File: src/rtl/blob_centroid.sv
`default_nettype none
// ============================================================================
//  Module   : blob_centroid
//  Purpose  : Per-frame centroid engine. Accumulates the pixel count and the
//             x/y coordinate sums of thresholded pixels over one VGA frame.
//             On the rising edge of vsync the totals are snapshotted and two
//             sequential restoring dividers (one quotient bit per cycle)
//             produce the mean column, mean row and blob size.
//  Revision : 1.0  initial release
// ----------------------------------------------------------------------------
//  Ports
//    clk_65mhz     in   1   pixel clock
//    reset         in   1   asynchronous, active-low reset
//    hcount        in  11   current pixel column
//    vcount        in  10   current line
//    vsync         in   1   active-high vertical sync
//    pixel_hit     in   1   threshold result for hcount/vcount
//    x_mean        out 11   centroid column, floor(sum_x/size)
//    y_mean        out 10   centroid row, floor(sum_y/size)
//    size          out 20   pixel count of the last completed frame
//    found         out  1   size >= MIN_SIZE for the last completed frame
//    result_valid  out  1   one-cycle pulse when the outputs update
//    busy          out  1   high while a division is in flight
// ============================================================================
module blob_centroid #(
  parameter int H_ACTIVE = 640,
  parameter int V_ACTIVE = 480,
  parameter int MIN_SIZE = 16
) (
  input  logic        clk_65mhz,
  input  logic        reset,
  input  logic [10:0] hcount,
  input  logic [9:0]  vcount,
  input  logic        vsync,
  input  logic        pixel_hit,
  output logic [10:0] x_mean,
  output logic [9:0]  y_mean,
  output logic [19:0] size,
  output logic        found,
  output logic        result_valid,
  output logic        busy
);

  localparam logic [10:0] c_h_active = H_ACTIVE[10:0];
  localparam logic [9:0]  c_v_active = V_ACTIVE[9:0];
  localparam logic [19:0] c_min_size = MIN_SIZE[19:0];
  localparam logic [19:0] c_n_max    = 20'hF_FFFF;
  localparam logic [4:0]  c_last_it  = 5'd31;

  typedef enum logic [1:0] {
    ACCUM = 2'd0,
    DIV   = 2'd1,
    DONE  = 2'd2
  } state_t;

  state_t      r_state;
  logic        r_vsync_d;

  // Running per-frame totals
  logic [19:0] r_acc_n;
  logic [31:0] r_acc_x;
  logic [31:0] r_acc_y;

  // Snapshot of the previous frame. The x/y snapshots double as the dividend
  // shift registers: the MSB is consumed each iteration and shifted out.
  logic [19:0] r_snap_n;
  logic [31:0] r_snap_x;
  logic [31:0] r_snap_y;

  // Divider partial remainders. The remainder is always below the divisor,
  // which fits in 20 bits, so 20 bits suffice.
  logic [19:0] r_rem_x;
  logic [19:0] r_rem_y;

  // Only the low quotient bits are ever reported; shifting 32 bits through
  // an 11/10-bit register leaves exactly quotient[10:0] / quotient[9:0].
  logic [10:0] r_quo_x;
  logic [9:0]  r_quo_y;
  logic [4:0]  r_iter;

  logic        w_hit;
  logic        w_vs_edge;
  logic        w_found;
  logic [20:0] w_diff_x;
  logic [20:0] w_diff_y;
  logic        w_qbit_x;
  logic        w_qbit_y;
  logic [19:0] w_rem_x_nxt;
  logic [19:0] w_rem_y_nxt;
  logic [10:0] w_quo_x_nxt;
  logic [9:0]  w_quo_y_nxt;

  assign w_hit     = pixel_hit && (hcount < c_h_active) && (vcount < c_v_active) && !vsync;
  assign w_vs_edge = vsync && !r_vsync_d;
  assign w_found   = (r_snap_n >= c_min_size);

  // ---------------------------------------------------------------------------
  // Restoring divider step. Trial value is {remainder, next dividend bit}.
  // Since remainder < divisor, trial < 2*divisor < 2^21, so a non-negative
  // difference never sets bit 20; bit 20 of the 21-bit difference is
  // therefore a clean borrow flag (set = trial < divisor = quotient bit 0).
  // ---------------------------------------------------------------------------
  assign w_diff_x    = {r_rem_x, r_snap_x[31]} - {1'b0, r_snap_n};
  assign w_qbit_x    = ~w_diff_x[20];
  assign w_rem_x_nxt = w_qbit_x ? w_diff_x[19:0] : {r_rem_x[18:0], r_snap_x[31]};
  assign w_quo_x_nxt = {r_quo_x[9:0], w_qbit_x};

  assign w_diff_y    = {r_rem_y, r_snap_y[31]} - {1'b0, r_snap_n};
  assign w_qbit_y    = ~w_diff_y[20];
  assign w_rem_y_nxt = w_qbit_y ? w_diff_y[19:0] : {r_rem_y[18:0], r_snap_y[31]};
  assign w_quo_y_nxt = {r_quo_y[8:0], w_qbit_y};

  // ---------------------------------------------------------------------------
  // Frame accumulators: run independently of the divider state. They clear
  // on the vsync edge; a hit in the edge cycle is never qualified because
  // vsync is already high, so nothing is lost by clearing to zero.
  // ---------------------------------------------------------------------------
  always_ff @(posedge clk_65mhz or negedge reset) begin
    if (!reset) begin
      r_vsync_d <= 1'b0;
      r_acc_n   <= '0;
      r_acc_x   <= '0;
      r_acc_y   <= '0;
    end else begin
      r_vsync_d <= vsync;
      if (w_vs_edge) begin
        r_acc_n <= '0;
        r_acc_x <= '0;
        r_acc_y <= '0;
      end else if (w_hit) begin
        if (r_acc_n != c_n_max) begin
          r_acc_n <= r_acc_n + 20'd1;
        end
        r_acc_x <= r_acc_x + {21'd0, hcount};
        r_acc_y <= r_acc_y + {22'd0, vcount};
      end
    end
  end

  // ---------------------------------------------------------------------------
  // Control FSM and divider datapath. A vsync edge in any state (including
  // mid-division) reloads the snapshot and restarts at iteration 0, which
  // silently drops the aborted frame's result.
  // Outputs are written on the edge that ends the final iteration so that
  // they are visible in the DONE cycle together with result_valid.
  // ---------------------------------------------------------------------------
  always_ff @(posedge clk_65mhz or negedge reset) begin
    if (!reset) begin
      r_state      <= ACCUM;
      r_snap_n     <= '0;
      r_snap_x     <= '0;
      r_snap_y     <= '0;
      r_rem_x      <= '0;
      r_rem_y      <= '0;
      r_quo_x      <= '0;
      r_quo_y      <= '0;
      r_iter       <= '0;
      x_mean       <= '0;
      y_mean       <= '0;
      size         <= '0;
      found        <= 1'b0;
      result_valid <= 1'b0;
      busy         <= 1'b0;
    end else begin
      result_valid <= 1'b0;
      if (w_vs_edge) begin
        r_snap_n <= r_acc_n;
        r_snap_x <= r_acc_x;
        r_snap_y <= r_acc_y;
        r_rem_x  <= '0;
        r_rem_y  <= '0;
        r_quo_x  <= '0;
        r_quo_y  <= '0;
        r_iter   <= '0;
        busy     <= 1'b1;
        r_state  <= DIV;
      end else begin
        case (r_state)
          ACCUM: begin
            busy <= 1'b0;
          end
          DIV: begin
            r_snap_x <= {r_snap_x[30:0], 1'b0};
            r_snap_y <= {r_snap_y[30:0], 1'b0};
            r_rem_x  <= w_rem_x_nxt;
            r_rem_y  <= w_rem_y_nxt;
            r_quo_x  <= w_quo_x_nxt;
            r_quo_y  <= w_quo_y_nxt;
            r_iter   <= r_iter + 5'd1;
            if (r_iter == c_last_it) begin
              r_state      <= DONE;
              result_valid <= 1'b1;
              size         <= r_snap_n;
              found        <= w_found;
              // A zero or too-small blob keeps the previous centroid; this
              // also discards the meaningless divide-by-zero quotient.
              if (w_found) begin
                x_mean <= w_quo_x_nxt;
                y_mean <= w_quo_y_nxt;
              end
            end
          end
          DONE: begin
            busy    <= 1'b0;
            r_state <= ACCUM;
          end
          default: begin
            busy    <= 1'b0;
            r_state <= ACCUM;
          end
        endcase
      end
    end
  end

endmodule
`default_nettype wire
File: config.mk
export PLATFORM = sky130hd
export DESIGN_NAME = blob_centroid
export DESIGN_NICKNAME = d
export VERILOG_FILES = /design/src/rtl/blob_centroid.sv
export SDC_FILE = /design/constraint.sdc
export NUM_CORES = 1
export LEC_CHECK = 0
export CORE_ASPECT_RATIO = 1.25
export CORE_UTILIZATION = 40
export DETAILED_ROUTE_END_ITERATION = 6
export DONT_BUFFER_PORTS = 1
export GPL_TIMING_DRIVEN = 0
export PLACE_DENSITY = 0.54
export SYNTH_ARGS = -nofsm -noshare
export SYNTH_HDL_FRONTEND = slang
export SYNTH_SLANG_ARGS = --single-unit
File: constraint.sdc
create_clock -name clk_65mhz -period 3.2 [get_ports clk_65mhz]
set_clock_uncertainty 0.1 [all_clocks]
set_input_delay 0.32 -clock clk_65mhz [delete_from_list [all_inputs] [get_ports clk_65mhz]]
set_output_delay 0.32 -clock clk_65mhz [all_outputs]
set_load 0.02 [all_outputs]
## Word level (Yosys, flattened, before mapping)

Index checks and enable logic that the tools add are counted.

- Word-level logic and storage cells: 82
- Output and inout bits: 44
- Bits of input ports: 25
- Register bits: 279

- Magnitude comparators: 3
- Bitwise logic cells: 3
- Reduce and logical (&&, ||, !) cells: 14
- Equal/unequal tests: 6
- Add/sub/neg operators: 6
- Muxes and demuxes: 31

Operator list:

| operator | number |
|---|---|
| 32-bit two-way mux | 8 |
| 20-bit two-way mux | 9 |
| 21-bit by 20-bit subtractor with 21-bit output | 2 |
| 32-bit by 10-bit adder with 32-bit output | 1 |
| 32-bit by 11-bit adder with 32-bit output | 1 |
| 20-bit by 1-bit adder with 20-bit output, second input constant | 1 |
| 20-bit by 5-bit greater-or-equal comparator with 1-bit output, second input constant | 1 |
| 10-bit two-way mux | 2 |
| 20-bit != test, second input constant | 1 |
| 9-bit two-way mux | 2 |
| 11-bit by 10-bit less-than comparator with 1-bit output, second input constant | 1 |
| 10-bit by 9-bit less-than comparator with 1-bit output, second input constant | 1 |
| 5-bit two-way mux | 2 |
| 2-bit nonzero test | 3 |
| 5-bit by 1-bit adder with 5-bit output, second input constant | 1 |
| 5-bit == test, second input constant | 1 |
| 1-bit two-way mux | 5 |
| 1-bit logical AND | 4 |
| 2-bit two-way mux | 2 |
| 2-bit != test, second input constant | 2 |
| 2-bit case mux with 2 select lines | 1 |
| 2-bit AND reduction | 2 |
| 4-bit AND reduction | 1 |
| 3-bit != test, second input constant | 1 |
| other kinds (5) | 8 |

## Logic depth before layout (Yosys ltp)

Gate-level depths: netlist (run 1).

- Word-level depth: 6
- Depth in mapped cells: 13
- Gate-level depth less buffers: 11

## Worst setup path after synthesis (run 1)

Ideal clock, no wire load.

- Path type: reg-to-reg
- Start: register r_snap_n[0]
- End: register r_rem_x[18]
- Period minus slack after synthesis: 2.909 ns
- Cell stages (with the launch flop): 12
- Path buffers: 1
- Path slack: 0.291 ns
- Data arrival time: 2.727 ns
- Data required time: 3.018 ns
- Setup time: 0.082 ns
- Cell sequence: dfrtp_1 > ha_1 > fa_1 > nand2b_1 > a21o_1 > a31oi_2 > o21ai_2 > o31a_1 > a211o_1 > buf_6 > a2111o_1 > a31oi_1

- Word-level cells in the longest chain between the ends: 4

Ends and longest elaborated chain:

| item | line | RTL |
|---|---|---|
| start, declared | 66 | `logic [19:0] r_snap_n;` |
| start signal, assigned | 167 | `r_snap_n <= r_acc_n;` |
| 21-bit by 20-bit subtractor with 21-bit output | 103 | `assign w_diff_x = {r_rem_x, r_snap_x[31]} - {1'b0, r_snap_n};` |
| 20-bit two-way mux | 105 | `assign w_rem_x_nxt = w_qbit_x ? w_diff_x[19:0] : {r_rem_x[18:0], r_snap_x[31]};` |
| 20-bit two-way mux | 178 | `case (r_state)` |
| 20-bit two-way mux | 166 | `if (w_vs_edge) begin` |
| end signal, assigned | 185 | `r_rem_x <= w_rem_x_nxt;` |
| end, declared | 72 | `logic [19:0] r_rem_x;` |

Every way passes these cells. The select of a mux whose other input is x is not followed.
A chain may end at the register's enable or synchronous reset.

## Worst setup path after layout (run 1)

Ends and elaborated chain as after synthesis.

==> results.yml, run 1 <==
outcome:
  status: "finished with violations"
  violations: "hold timing"
yosys:
  synth_edf_count: 0
  async_reset_ff_frac: 1.00
  synth.largest_area_cell: "dfrtp_1"
  ys_warn_count: 0
  syn_area_sq_um: 14900
  netlist_top_cells_count: "309 x nand2_1, 279 x dfrtp_1, 130 x nor2_1, 128 x o21ai_0, 114 x a21oi_1"
  yosysMostFrequentCell: "nand2_1"
  synth_top_area_share: 0.467
  synth-seq-cells: 279
  avgSynthCellArea_sq_um: 9.05
  synth_top_cells_by_area: "dfrtp_1 47%, nand2_1 7.8%, ha_1 5.4%"
  yosysSeqAreaShare: 0.467
  yosys_most_used_dff: "dfrtp_1"
  syn-instance-count: 1652
  syn-num-nets: 1745
  synth_cell_types: 62
setup_path:
  cp.required_ns: 3.59
  start_kind: "register"
  worstSetupPathType: "reg -> reg"
  r2r_start: "r_snap_n[0]"
  crit_start: "r_snap_n[0]"
  critical-path-top-delay-family: "compound AO/OA/AOI/OAI gates"
  reg2reg_to: "r_rem_x[18]"
  endpoint_kind: "register"
  cpMaxStageDelayCell: "dfrtp_2"
  regToRegSetupSlack_ns: 0.04
  crit_fanout: 5
  crit_arrival_ns: 3.55
  critPathBufInv: 1
  critical_path.max_stage_delay_ns: 0.49
  rr_worst_depth: 11
  path_cells: "ha_4 > fa_2 > nand2b_4 > a21o_1 > a31oi_4 > o21ai_4 > o31a_1 > a211o_1 > buf_6 > a2111o_1 > a31oi_1"
sta:
  tightest_slew_ns: 1.13
  hold_slack_ns: -0.656
  setup-violations-final: 0
  rsz0062_at_grt: "no"
  finalMaxSlewViolations: 0
  fin_crit_sh: 0.987
  hold_violations: 279
  fmax_mhz: 317
  period_minus_slack_ns: 3.16
  slew_headroom: 0.245
clock_tree:
  clk_latency_ns: 0.58
  cts_hold_buffers: 5
  cts_root_buf: "clkbuf_16"
  clk_pin_slew_worst_paths_ns: 0.06
  clock_sinks: 279
  htree_levels: 1
  cts_buffer_depth: 3
  cts_tree: "built"
  cts_buffers: 30
finish:
  n_fill_cell: 3557
  layout.nets: 1791
  syn_to_final_growth_pct: 12.3
  drive_gt1_frac: 0.0727
  insertedDiodeCount: 0
  utilization: 0.459
  instances_no_fill: 2199
routing:
  wirelength_um: 41200
  via_per_inst: 5.52
  first_pass_iters: 5
  wl_per_cell_um: 18.7
  drt_iter0_drc: 767
  drc: 0
  num_vias: 12100
  antenna_left: 0
placement:
  portBuffers: 0
  dp_cells: 2132
  dpl.hpwl_um: 28700
  place_congestion: 0.872
global_routing:
  overflow: 0
  track_usage: 0.218
  grt_pass1_vias: 11900
  grt_max_degree: 280
  grt_first_pass_wirelength_um: 65500
  antenna_found_initial: 0
floorplanning:
  start_util: 0.408
  die_area_sq_um: 38200
  die_x_um: 175
  rows: 78
  core_area_sq_um: 36600
  pin_count: 69
  dieHeight_um: 218
power:
  p_leak_uw: 0.00764
  p_per_area_nw_per_um2: 769
  ir_drop_v: 0.000431
run:
  max_cap_violations: 0
hold_path:
  hold_class: "in -> async"
-- layer usage --
metal,global-route usage,routed length [um],up-vias
met2,0.384,20500,222
met5,0,0,-
met3,0.0311,1780,61
met1,0.272,17800,5943
li1,-,-,5903
met4,0.0725,1140,0
-- cell usage in the layout, fill, tap and decap left out, drive strengths merged, types with 18 or more instances in the layout --
cell / count
nor2: 130
nand4: 19
dfrtp: 279
and3: 22
ha: 64
nand3: 50
a21o: 18
mux2i: 45
o21ai: 130
a31oi: 70
buf: 25
inv: 45
clkbuf: 111
nand2: 309
mux2: 23
xor2: 28
xnor2: 42
a21oi: 114
-- sequential cells by signal, summed over array words and instances, names as in the netlist, 2 cells and up --
| signal | flops |
|---|---|
| r_state | 2 |
| r_snap_y | 32 |
| r_rem_x | 20 |
| r_quo_y | 9 |
| r_quo_x | 10 |
| r_acc_n | 20 |
| r_iter | 5 |
| r_snap_n | 20 |
| size | 20 |
| x_mean | 11 |
| r_rem_y | 20 |
| r_acc_x | 32 |
| r_acc_y | 32 |
| y_mean | 10 |
| r_snap_x | 32 |
-- logic make-up after synthesis --
| group | after synthesis | share of synthesized area |
|---|---|---|
| simple gates | 623 | 0.185 |
| compound gates | 413 | 0.166 |
| flops | 279 | 0.467 |
| buf+inv | 131 | 0.0352 |
| xor+xnor | 70 | 0.0410 |
| mux | 68 | 0.0475 |
| fa+ha+maj | 68 | 0.0589 |
-- report_power, final --
| group | internal [uW] | switching [uW] | total (uW) |
|---|---|---|---|
| registers | 4000 | 353 | 4350 |
| clock network | 2060 | 1470 | 3530 |
| logic | 2370 | 2660 | 5040 |
-- how the worst max path moves through the flow --
| stage | slack [ns] | to | depth (start not counted) |
|---|---|---|---|
| floorplan | 0.29 | r_rem_x[18] | 11 |
| global route | 0.002 | r_rem_y[19] | 11 |
| CTS | 0.0008 | r_rem_y[16] | 12 |
| detailed placement | -0.31 | r_rem_x[10] | 12 |
| finish | 0.04 | r_rem_x[18] | 11 |
| global placement | -0.30 | r_rem_x[10] | 12 |
-- cell type report --
cell class	instances	area, sq um	share of cell area
clock buffer	42	837	0.0499
tap	480	601	0.0358
sequential	279	6990	0.416
buffer	85	365	0.0218
inverter	46	180	0.0107
multi-input combinational	1242	7560	0.450
clock inverter	11	140	0.00835
timing repair buffer	14	115	0.00686
-- stage by stage --
step                      TNS (ns)  power, uW  hold WS (ns)  area (sq um)  setup WS, ns
after floorplan                  0       8120       -0.0756         14900         0.291
after CTS                        0      12700        -0.666         16600      0.000778
final                            0      12900        -0.656         16800        0.0406
after global placement       -3.44       9010       -0.0557         15500        -0.299
after detailed placement     -3.76       9060       -0.0537         15500        -0.305
after global routing             0      13800        -0.681         16800       0.00155
-- repair_timing --
action,in CTS,in global routing
setup endpoints to repair,33,46
gates resized for setup,12,25
endpoints found under the hold margin,284,279
cloned,0,1
pin swaps,1,10
buffers inserted,1,7
Note: power is estimated with default switching activity, not from simulation.
==> run 2, diff against run 1 <==
--- a/config.mk
+++ b/config.mk
@@ -8,4 +8,5 @@
 export CORE_ASPECT_RATIO = 1.25
 export CORE_UTILIZATION = 40
+export CTS_CLUSTER_SIZE = 25
 export DETAILED_ROUTE_END_ITERATION = 6
 export DONT_BUFFER_PORTS = 1
==> constraint.sdc (replaced) <==
create_clock -name clk_65mhz -period 3.2 [get_ports clk_65mhz]
set_clock_uncertainty 0.1 [all_clocks]
set_input_delay 0.48 -clock clk_65mhz [delete_from_list [all_inputs] [get_ports clk_65mhz]]
set_output_delay 0.48 -clock clk_65mhz [all_outputs]
set_load 0.02 [all_outputs]
==> run 2 against run 1 <==
  * The flow still finishes with violations (hold timing)
  * Register-to-register slack gained 0.02 ns
  * Wire length shrank 0.12%
  * Sequential power barely moved
  * Global-route usage is essentially flat
  * Utilization shrank 0.11 points
==> results.yml, run 2 (synthesis gave the netlist of run 1 again) <==
outcome:
  status: "finished with violations"
  violations: "hold timing"
setup_path:
  crit_arrival_ns: 3.54
  endpoint_kind: "register"
  start_kind: "register"
  crit_fanout: 5
  cp.required_ns: 3.59
  worstSetupPathType: "reg -> reg"
routing:
  wirelength_um: 41200
  first_pass_iters: 5
  antenna_left: 0
  drc: 0
  drt_iter0_drc: 794
  num_vias: 12100
  wl_per_cell_um: 18.8
  via_per_inst: 5.53
run:
  max_cap_violations: 0
clock_tree:
  clock_sinks: 279
  cts_hold_buffers: 1
  clk_latency_ns: 0.58
  cts_buffer_depth: 3
  htree_levels: 1
  cts_root_buf: "clkbuf_16"
  cts_tree: "built"
  cts_buffers: 30
  clk_pin_slew_worst_paths_ns: 0.06
sta:
  hold_violations: 279
  hold_slack_ns: -0.498
  tightest_slew_ns: 1.16
  period_minus_slack_ns: 3.14
  setup-violations-final: 0
  finalWorstSetupSlack_ns: 0.0559
  fin_tns_setup_ns: 0
  rsz0062_at_grt: "no"
  finalMaxSlewViolations: 0
  fmax_mhz: 318
  slew_headroom: 0.225
  fin_crit_sh: 0.983
power:
  ir_drop_v: 0.000432
  p_int_uw: 8420
  pwr-share-comb: 0.390
  switchingPower_uw: 4490
  p_per_area_nw_per_um2: 771
  switching_share: 0.348
  p_leak_uw: 0.00762
  pwr-share-clk: 0.274
  seq_power_share: 0.337
global_routing:
  grt-busiest-layer: "met2"
  use_met1: 0.271
  grt_max_degree: 280
  grt_use_met3: 0.0322
  grt_pass1_vias: 11900
  grt_first_pass_wirelength_um: 65500
  overflow: 0
  track_usage: 0.218
  met2_usage: 0.384
  antenna_found_initial: 0
floorplanning:
  dieHeight_um: 218
  pin_count: 69
  start_util: 0.408
  die_x_um: 175
  rows: 78
  die_area_sq_um: 38200
  core_area_sq_um: 36600
placement:
  place_congestion: 0.872
  post-place-ws_ns: -0.305
  dpl.hpwl_um: 28700
  portBuffers: 0
finish:
  syn_to_final_growth_pct: 12.0
  n_fill_cell: 3557
  utilization: 0.458
  layout_common_cells: "309 x nand2_1, 276 x dfrtp_1, 129 x nor2_1, 126 x o21ai_0, 110 x a21oi_1"
  mostFrequentLayoutCell: "nand2_1"
  multiInputGateArea_sq_um: 7560
  insertedDiodeCount: 0
  regArea_sq_um: 6990
  layout.nets: 1787
  drive_gt1_frac: 0.0729
hold_path:
  hold_class: "in -> async"
-- run 2: cell types whose count changed in the layout (fill, tap and decap cells not counted) --
cell and change:
dlygate4sd3_1 -4
-- run 2: power groups by stage --
| stage | Combinational, uW | Sequential [uW] | Clock (uW) |
|---|---|---|---|
| 2_1_floorplan | 3830 | 4280 | 0 |
| 3_3_place_gp | 4610 | 4390 | 0 |
| 3_5_place_dp | 4670 | 4390 | 0 |
| 4_1_cts | 4780 | 4340 | 3620 |
| 5_1_grt | 5610 | 4400 | 3760 |
| 6_report | 5030 | 4350 | 3530 |
-- run 2: final timing paths --
check	cells past startpoint	end	slack [ns]	startpoint
max	11	r_rem_x[18]	0.06	r_snap_n[0]
max in group asynchronous	0	x_mean[6]	2.99	reset
min	0	r_rem_x[7]	-0.50	reset
min in group clk_65mhz	3	r_acc_y[0]	0.03	vcount[0]
min reg2reg	1	r_acc_x[31]	0.38	r_acc_x[31]
max reg2reg	11	r_rem_x[18]	0.06	r_snap_n[0]
-- run 2: cell type report --
class,count,area share
Multi-Input combinational cell,1242,0.452
Sequential cell,279,0.417
Clock buffer,42,0.0500
Tap cell,480,0.0359
Buffer,85,0.0218
Inverter,46,0.0108
Clock inverter,11,0.00837
Timing Repair Buffer,10,0.00448
-- run 2: worst max-delay path: stages, from the launching register on --
cell	delay (ns)
dfrtp_2	0.49
ha_4	0.20
fa_2	0.36
nand2b_4	0.15
a21o_1	0.22
a31oi_4	0.24
o21ai_4	0.11
o31a_1	0.25
a211o_1	0.28
buf_6	0.15
a2111o_1	0.35
a31oi_1	0.17
-- run 2: through the flow --
stage                     hold WS, ns  cells  power [uW]  cell area [sq um]
after floorplan                0.0844   1652        8120              14900
after global placement          0.104   2132        9010              15500
after detailed placement        0.106   2132        9060              15500
after CTS                      -0.506   2187       12700              16600
after global routing           -0.521   2195       13800              16700
final                          -0.498   2195       12900              16700
-- run 2: timing repair --
action | 4_1_cts | 5_1_grt
setup buffers | 1 | 7
gates cloned | 0 | 1
resized for setup | 12 | 25
setup endpoints to repair | 33 | 46
endpoints found under the hold margin | 280 | 279
pin swaps | 1 | 10
-- run 2: routing by layer --
layer	up-vias	share of wire	routed length, um
li1	5890	-	-
met1	5965	0.43	17800
met2	217	0.50	20500
met3	59	0.043	1750
met4	0	0.027	1110
met5	-	0	0
